[src/rtl/window_filter_3x3.sv]
// window_filter_3x3
// Pipelined 3x3 neighbourhood filter fed by the line-buffer controller.
// Each valid beat carries a 3x3 window and a filter mode. The beat walks
// through three stages (capture, partial sums, final result) and leaves
// through registered outputs, so the result appears three edges after capture.
//
// Ports:
//   clk            rising-edge clock
//   reset          asynchronous, active-low
//   inData[71:0]   window, pixel i = inData[8i+7:8i], row 0 = oldest line, p4 = centre
//   inDataValid    window valid this cycle (no backpressure)
//   mode[1:0]      00 box, 01 Gaussian, 10 Sobel, 11 pass-through
//   outData[7:0]   filtered pixel
//   outDataValid   outData valid this cycle
//   outLineEnd     marks the last output pixel of a line
//   outPixelIndex  column index of the current output beat
module window_filter_3x3 #(
  parameter int unsigned LINE_WIDTH = 512
) (
  input  logic        clk,
  input  logic        reset,
  input  logic [71:0] inData,
  input  logic        inDataValid,
  input  logic [1:0]  mode,
  output logic [7:0]  outData,
  output logic        outDataValid,
  output logic        outLineEnd,
  output logic [15:0] outPixelIndex
);

  localparam int unsigned PIX_W   = 8;
  localparam int unsigned NUM_PIX = 9;
  localparam int unsigned WIN_W   = PIX_W * NUM_PIX;
  localparam int unsigned SUM_W   = 12;
  localparam int unsigned EDGE_W  = 10;
  localparam int unsigned GRAD_W  = 11;
  localparam int unsigned PROD_W  = 24;
  localparam int unsigned IDX_W   = 16;
  // 7282 / 65536 approximates 1/9 closely enough to be exact for S <= 2295
  localparam int unsigned BOX_RECIP = 7282;
  localparam logic [IDX_W-1:0] LAST_IDX = IDX_W'(LINE_WIDTH - 1);

  typedef enum logic [1:0] {
    MODE_BOX   = 2'b00,
    MODE_GAUSS = 2'b01,
    MODE_SOBEL = 2'b10,
    MODE_PASS  = 2'b11
  } filterMode_t;

  // Stage 1: captured window
  logic             s1Valid;
  logic [WIN_W-1:0] s1Data;
  filterMode_t      s1Mode;

  // Stage 2: partial results for every mode
  logic                     s2Valid;
  filterMode_t              s2Mode;
  logic [SUM_W-1:0]         s2Box;
  logic [SUM_W-1:0]         s2Gauss;
  logic signed [GRAD_W-1:0] s2Gx;
  logic signed [GRAD_W-1:0] s2Gy;
  logic [PIX_W-1:0]         s2Centre;

  // Stage 3: final 8-bit result
  logic             s3Valid;
  logic [PIX_W-1:0] s3Data;

  logic [IDX_W-1:0] pixelCount;

  // Window capture; data holds during gaps
  always_ff @(posedge clk or negedge reset) begin
    if (!reset) begin
      s1Valid <= 1'b0;
      s1Data  <= '0;
      s1Mode  <= MODE_BOX;
    end else begin
      s1Valid <= inDataValid;
      if (inDataValid) begin
        s1Data <= inData;
        s1Mode <= filterMode_t'(mode);
      end
    end
  end

  // Partial sums from the captured window
  logic [PIX_W-1:0]         pix [NUM_PIX];
  logic [SUM_W-1:0]         boxSum;
  logic [SUM_W-1:0]         gaussSum;
  logic [EDGE_W-1:0]        rightCol;
  logic [EDGE_W-1:0]        leftCol;
  logic [EDGE_W-1:0]        bottomRow;
  logic [EDGE_W-1:0]        topRow;
  logic signed [GRAD_W-1:0] gradX;
  logic signed [GRAD_W-1:0] gradY;

  always_comb begin
    for (int i = 0; i < int'(NUM_PIX); i++) begin
      pix[i] = s1Data[PIX_W*i +: PIX_W];
    end
    boxSum = '0;
    for (int i = 0; i < int'(NUM_PIX); i++) begin
      boxSum = boxSum + SUM_W'(pix[i]);
    end
    // Corners x1, edges x2, centre x4
    gaussSum = SUM_W'(pix[0]) + SUM_W'(pix[2]) + SUM_W'(pix[6]) + SUM_W'(pix[8])
             + ((SUM_W'(pix[1]) + SUM_W'(pix[3]) + SUM_W'(pix[5]) + SUM_W'(pix[7])) << 1)
             + (SUM_W'(pix[4]) << 2);
    rightCol  = EDGE_W'(pix[2]) + (EDGE_W'(pix[5]) << 1) + EDGE_W'(pix[8]);
    leftCol   = EDGE_W'(pix[0]) + (EDGE_W'(pix[3]) << 1) + EDGE_W'(pix[6]);
    bottomRow = EDGE_W'(pix[6]) + (EDGE_W'(pix[7]) << 1) + EDGE_W'(pix[8]);
    topRow    = EDGE_W'(pix[0]) + (EDGE_W'(pix[1]) << 1) + EDGE_W'(pix[2]);
    // Operands are at most 1020, so the 11-bit difference never wraps
    gradX = $signed(GRAD_W'(rightCol) - GRAD_W'(leftCol));
    gradY = $signed(GRAD_W'(bottomRow) - GRAD_W'(topRow));
  end

  always_ff @(posedge clk or negedge reset) begin
    if (!reset) begin
      s2Valid  <= 1'b0;
      s2Mode   <= MODE_BOX;
      s2Box    <= '0;
      s2Gauss  <= '0;
      s2Gx     <= '0;
      s2Gy     <= '0;
      s2Centre <= '0;
    end else begin
      s2Valid <= s1Valid;
      if (s1Valid) begin
        s2Mode   <= s1Mode;
        s2Box    <= boxSum;
        s2Gauss  <= gaussSum;
        s2Gx     <= gradX;
        s2Gy     <= gradY;
        s2Centre <= pix[4];
      end
    end
  end

  // Final result selected by the beat's own mode
  logic [EDGE_W-1:0] absGx;
  logic [EDGE_W-1:0] absGy;
  logic [GRAD_W-1:0] sobelMag;
  logic [PIX_W-1:0]  boxOut;
  logic [PIX_W-1:0]  gaussOut;
  logic [PIX_W-1:0]  sobelOut;
  logic [PIX_W-1:0]  resultC;

  always_comb begin
    boxOut   = PIX_W'((PROD_W'(s2Box) * PROD_W'(BOX_RECIP)) >> 16);
    gaussOut = PIX_W'(s2Gauss >> 4);
    absGx    = s2Gx[GRAD_W-1] ? EDGE_W'(-s2Gx) : EDGE_W'(s2Gx);
    absGy    = s2Gy[GRAD_W-1] ? EDGE_W'(-s2Gy) : EDGE_W'(s2Gy);
    sobelMag = GRAD_W'(absGx) + GRAD_W'(absGy);
    sobelOut = (sobelMag > GRAD_W'(255)) ? 8'hFF : PIX_W'(sobelMag);
    resultC  = s2Centre;
    case (s2Mode)
      MODE_BOX:   resultC = boxOut;
      MODE_GAUSS: resultC = gaussOut;
      MODE_SOBEL: resultC = sobelOut;
      MODE_PASS:  resultC = s2Centre;
      default:    resultC = s2Centre;
    endcase
  end

  always_ff @(posedge clk or negedge reset) begin
    if (!reset) begin
      s3Valid <= 1'b0;
      s3Data  <= '0;
    end else begin
      s3Valid <= s2Valid;
      if (s2Valid) begin
        s3Data <= resultC;
      end
    end
  end

  // Output register and line position counter; both hold during gaps
  always_ff @(posedge clk or negedge reset) begin
    if (!reset) begin
      outData       <= '0;
      outDataValid  <= 1'b0;
      outLineEnd    <= 1'b0;
      outPixelIndex <= '0;
      pixelCount    <= '0;
    end else begin
      outDataValid <= s3Valid;
      outLineEnd   <= 1'b0;
      if (s3Valid) begin
        outData       <= s3Data;
        outPixelIndex <= pixelCount;
        outLineEnd    <= (pixelCount == LAST_IDX);
        pixelCount    <= (pixelCount == LAST_IDX) ? '0 : pixelCount + IDX_W'(1);
      end
    end
  end

endmodule

[config.mk]
export PLATFORM = sky130hd
export DESIGN_NAME = window_filter_3x3
export DESIGN_NICKNAME = d
export VERILOG_FILES = /design/src/rtl/window_filter_3x3.sv
export SDC_FILE = /design/constraint.sdc
export NUM_CORES = 1
export LEC_CHECK = 0
export BUFFER_PORTS_ARGS = -buffer_cell sky130_fd_sc_hd__buf_2
export CAP_MARGIN = 20
export CORE_MARGIN = 4
export CORE_UTILIZATION = 38
export DETAILED_ROUTE_END_ITERATION = 8
export GPL_TIMING_DRIVEN = 0
export PLACE_DENSITY = 0.65
export SLEW_MARGIN = 25
export SYNTH_ARGS = -nofsm -noshare
export SYNTH_HDL_FRONTEND = slang
export SYNTH_SLANG_ARGS = --single-unit
[constraint.sdc]
create_clock -name clk -period 5.16 [get_ports clk]
set_clock_uncertainty 0.05 [all_clocks]
set_input_delay 1.032 -clock clk [delete_from_list [all_inputs] [get_ports clk]]
set_output_delay 1.032 -clock clk [all_outputs]
set_load 0.02 [all_outputs]
-- Yosys cells after proc, flatten, opt, wreduce, memory -nomap -nowiden
Cells that the tools add are included.
- flip-flop bits (word level): 183
- bits in latches: 0
- RAM bits: 0
- bits in read-only memories: 0
- input bits: 77
- output and inout bits: 26
- word-level logic and storage cells: 60
- memories: 0
- $add $sub $neg: 30
- $mul: 1
- div/mod/pow operators: 0
- order comparisons: 1
- equal/unequal tests: 4
- shift-type cells: 0
- multiplexer cells: 6
- bitwise logic cells: 0
- reduce and logical (&&, ||, !) cells: 1
- operators with widths (cell ; number):
    $add A12 B8 Y12 ; 4
    $add A10 B8 Y10 ; 4
    $add A8 B9 Y10 ; 4
    $add A10 B8 Y11 ; 3
    $pmux W8 S4 ; 1
    $add A9 B8 Y10 ; 3
    $add A8 B8 Y9 ; 3
    $mul A12 B12 Y23 const B ; 1
    $sub A10 B10 Y11 ; 2
    $mux W10 ; 2
    $neg A10 Y10 ; 2
    $add A16 B1 Y16 const B ; 1
    $eq A16 B9 Y1 const B ; 1
    $mux W16 ; 1
    $add A11 B12 Y12 ; 1
    $add A11 B8 Y12 ; 1
    $add A12 B10 Y12 ; 1
    $add A10 B10 Y11 ; 1
    $gt A11 B8 Y1 const B ; 1
    $mux W8 ; 1
    $eq A2 B2 Y1 const B ; 2
    $eq A2 B1 Y1 const B ; 1
    $logic_not A2 Y1 ; 1
    $mux W1 ; 1

-- Depth between registers and ports, before layout
- depth after elaboration: 8
- mapped depth: 21
- mapped depth without buffers: 21

-- Worst setup path before layout
OpenSTA, ideal clock, no wires.
- path type: flip-flop to flip-flop
- start point: register s1Data[25]
- end point: register s2Gauss[11]
- data arrival time: 5.318 ns
- slack: -0.340 ns
- stages on the path, launching flop included: 20
- period minus slack after synthesis: 5.500 ns
- cells stage by stage: dfrtp_1 -> inv_1 -> fa_1 -> fa_1 -> inv_1 -> ha_1 -> fa_1 -> a21o_1 -> a21oi_1 -> xnor2_1 -> fa_1 -> fa_1 -> fa_1 -> inv_1 -> ha_1 -> o21ai_0 -> nand2b_1 -> a31oi_1 -> nor3_1 -> or3b_1
- cells in the longest elaborated chain, start to end: 5
- ends and longest elaborated chain (item ; line ; RTL):
    start, declared ; 52 ; logic [WIN_W-1:0] s1Data;
    start signal, assigned ; 79 ; s1Data <= inData;
    $add A8 B8 Y9 ; 106 ; + ((SUM_W'(pix[1]) + SUM_W'(pix[3]) + SUM_W'(pix[5]) + SUM_W'(pix[7])) << 1)
    $add A9 B8 Y10 ; 106 ;
    $add A10 B8 Y11 ; 106 ;
    $add A11 B12 Y12 ; 106 ;
    $add A12 B10 Y12 ; 107 ; + (SUM_W'(pix[4]) << 2);
    end signal, assigned ; 131 ; s2Gauss <= gaussSum;
    end, declared ; 59 ; logic [SUM_W-1:0] s2Gauss;
Every way passes these cells.
A chain may end at the register's enable or synchronous reset.

-- Final worst setup path
- start point: register s1Data[26]
- end point: register s2Gauss[11]
Same word-level chain as after synthesis.

==> flow_summary_export.csv <==
group,metric,value,unit
run_status,outcome,"complete, but fails checks",
run_status,violations,"setup timing",
critical_path,crit_top_cell,"fa_1",
drt,wl,38300,µm
yosys,synth_area_leaders,"dfrtp_1 30%, fa_1 25%, ha_1 11%",
global_route,grtUsageTotal,17.8,%
floorplan,initial_core_util,38.8,%
sta,setup_viol,6,
finish,nets,1957,
clock_network,cts_buffers,17,
global_route,grt_pass1_wl,61200,µm
yosys,syn-instance-count,1403,
clock_network,htree_num_levels,4,
sta,period_minus_slack,5.47,ns
critical_path,cp_slowest_stage_delay,0.55,ns
min_path,hp-class,"flop to flop",
global_route,antenna_found_initial,0,
critical_path,reg2reg_to,"s2Gauss[11]",
yosys,async_reset_ff_share,100,%
critical_path,crit_cells,20,
yosys,synth.largest_area_cell,"dfrtp_1",
placement,portBuffers,102,
critical_path,cpMaxStageDelayCell,"fa_1",
placement,dpl_cell_area,16400,µm²
floorplan,core,39000,µm²
yosys,synth_enable_flop_cells,0,
critical_path,cp-end-kind,"flop",
drt,vias,10600,
sta,fin_ws,-0.305,ns
floorplan,die_area,43100,µm²
yosys,netlist_area,15100,µm²
sta,final_max_slew_viol_count,0,
global_route,grt_max_degree,87,
critical_path,worstSetupPathType,"flop to flop",
finish,final_cell_count_no_fill,2081,
finish,fill_cells,3638,
critical_path,crit_start,"s1Data[26]",
drt,drtIter0Drc,532,
critical_path,critPathMaxFanout,3,
critical_path,cp-start-kind,"flop",
clock_network,cts_root_buf,"clkbuf_16",
sta,final-hold-violation-count,0,
critical_path,rrSetupSlack,-0.31,ns
critical_path,crit_end,"s2Gauss[11]",
critical_path,crit_chain,"inv_2 -> fa_1 -> fa_1 -> inv_2 -> ha_4 -> a21o_1 -> a21oi_2 -> o21bai_1 -> a21oi_2 -> xor2_1 -> fa_1 -> fa_1 -> fa_1 -> inv_2 -> ha_4 -> o21ai_4 -> nand2b_4 -> a31oi_4 -> o211ai_1 -> or3b_1",
yosys,ys_seq_elements,179,
clock_network,clk_pin_slew_worst_paths,0.08,ns
clock_network,clockBufferDepth,2,
sta,period_share,106,%
critical_path,worst_ep_required_time,5.43,ns
finish,mostFrequentLayoutCells,"218 x inv_1, 191 x fa_1, 177 x dfrtp_1",
yosys,ys.flop_type,"dfrtp_1",
placement,gp_congestion,0.897,
critical_path,reg2regPathDepth,20,
sta,grt_setup_unrepaired,"true",
yosys,synth-seq-area-share,29.6,%
critical_path,crit_arrival,5.73,ns
yosys,synth_top_area_share,29.6,%
finish,stdcell_area,17400,µm²
sta,fmax,0.183,GHz
drt,drc_errors,0,
clock_network,cts_tree,"yes",
yosys,avgSynthCellArea,10.8,µm²
yosys,syn-num-nets,1810,
placement,dpl.hpwl,31600,µm
yosys,synth.distinct_cells,67,
drt,ant_nets,0,
drt,viasPerCell,5.08,
finish,drive_gt1_share,17.6,%
sta,hold_slack,0.352,ns
run,max-cap-violations,0,
placement,placed_cells,2025,
floorplan,ios,103,
yosys,yosys_warnings,0,
clock_network,clk_latency,0.44,ns
floorplan,die_h,208,µm
finish,area_growth,15.0,%
global_route,grt_overflow,0,
finish,final_common_cell,"inv_1",
clock_network,cts_sinks,179,
global_route,grt_pass1_vias,11300,
drt,routedWlPerCell,18.4,µm
floorplan,rows,72,
critical_path,r2r_start,"s1Data[26]",
critical_path,cp.buffers_inverters,3,
finish,antennaDiodeCount,0,
sta,tightest_slew,1.08,ns
drt,dr.pass1.iters,5,
floorplan,fp.dieW,208,µm
critical_path,critPathTopFamily,"adder cells",
sta,relSlewSlack,27.7,%
-- what timing repair did --
item	in CTS	in global routing
resized for setup	26	11
pin swaps	33	21
setup endpoints to repair	6	8
setup buffers	17	7
hold buffers	0	0
-- area by class of cell --
type	count	area [µm²]	area share, %
Multi-Input combinational cell	953	9840	56.6
Buffer	36	136	0.784
Clock inverter	14	199	1.14
Inverter	235	882	5.07
Tap cell	518	648	3.73
Timing Repair Buffer	128	772	4.44
Clock buffer	18	429	2.47
Sequential cell	179	4480	25.8
-- cells in the mapped netlist (4+ instances only) --
cell type,number
nand2_1,105
a31oi_1,10
xnor2_1,45
dfrtp_1,179
ha_1,138
a21oi_1,35
nor2b_1,6
clkbuf_1,32
nor3_1,15
nand3b_1,8
o22a_1,4
inv_1,234
nand4_1,7
o221ai_1,5
or3_1,8
nand3_1,17
o21bai_1,7
fa_1,192
a21o_1,15
nor2_1,40
o21ai_0,101
a211oi_1,9
xor2_1,8
nand2b_1,7
o21ai_1,7
o21a_1,11
o211ai_1,12
mux2_2,64
and4_1,5
o31ai_1,13
or2_2,4
-- worst min path at each step --
stage | from | endpoint | slack, ns | depth (start not counted)
finish | s3Valid | outDataValid | 0.35 | 0
CTS | s3Valid | outDataValid | 0.35 | 0
floorplan | s3Valid | outDataValid | 0.30 | 0
detailed placement | s3Valid | outDataValid | 0.33 | 0
global placement | s3Valid | outDataValid | 0.32 | 0
global route | s3Valid | outDataValid | 0.37 | 0
-- flip-flops by register name, indices dropped and copies added, names as in the netlist, 2 cells and up --
signal	count
s1Data	72
outPixelIndex	16
pixelCount	16
s2Box	12
s2Gx	11
s2Gy	11
outData	8
s2Centre	8
s2Gauss	8
s3Data	8
s1Mode	2
s2Mode	2
-- metal layers --
layer	track usage [%]	vias to the layer above	wire length, µm
met5	0	-	0
li1	-	4948	-
met4	4.97	0	974
met1	23.7	5278	17000
met2	30.5	284	18800
met3	2.83	53	1490
-- kinds of logic after synthesis --
group           after synthesis  synth area share [%]
simple gates                245                  7.86
fa+ha+maj                   330                  36.8
mux                          67                  4.96
flops                       179                  29.6
buf+inv                     271                  6.73
compound gates              257                  10.8
xor+xnor                     54                  3.22
-- worst register-to-register path, stage by stage (launching register included) --
cell and delay [ns]:
dfrtp_1 0.40, inv_2 0.08, fa_1 0.44, fa_1 0.51, inv_2 0.05, ha_4 0.20
a21o_1 0.16, a21oi_2 0.18, o21bai_1 0.12, a21oi_2 0.22, xor2_1 0.24, fa_1 0.48
fa_1 0.53, fa_1 0.55, inv_2 0.06, ha_4 0.28, o21ai_4 0.06, nand2b_4 0.10
a31oi_4 0.11, o211ai_1 0.19, or3b_1 0.36
-- stage by stage --
| step | worst slack [ns] | util [%] | TNS, ns |
|---|---|---|---|
| after floorplan | -0.0332 | - | -0.0332 |
| after global placement | -0.657 | 41.9 | -2.51 |
| after detailed placement | -0.770 | 42.1 | -2.90 |
| after CTS | -0.381 | 44.3 | -1.44 |
| after global routing | -0.481 | 44.6 | -2.18 |
| final | -0.305 | 44.6 | -1.14 |
Power is left out: the tool's default activity adds up to more than one toggle a clock period on the data nets, which glitch-free logic cannot reach.
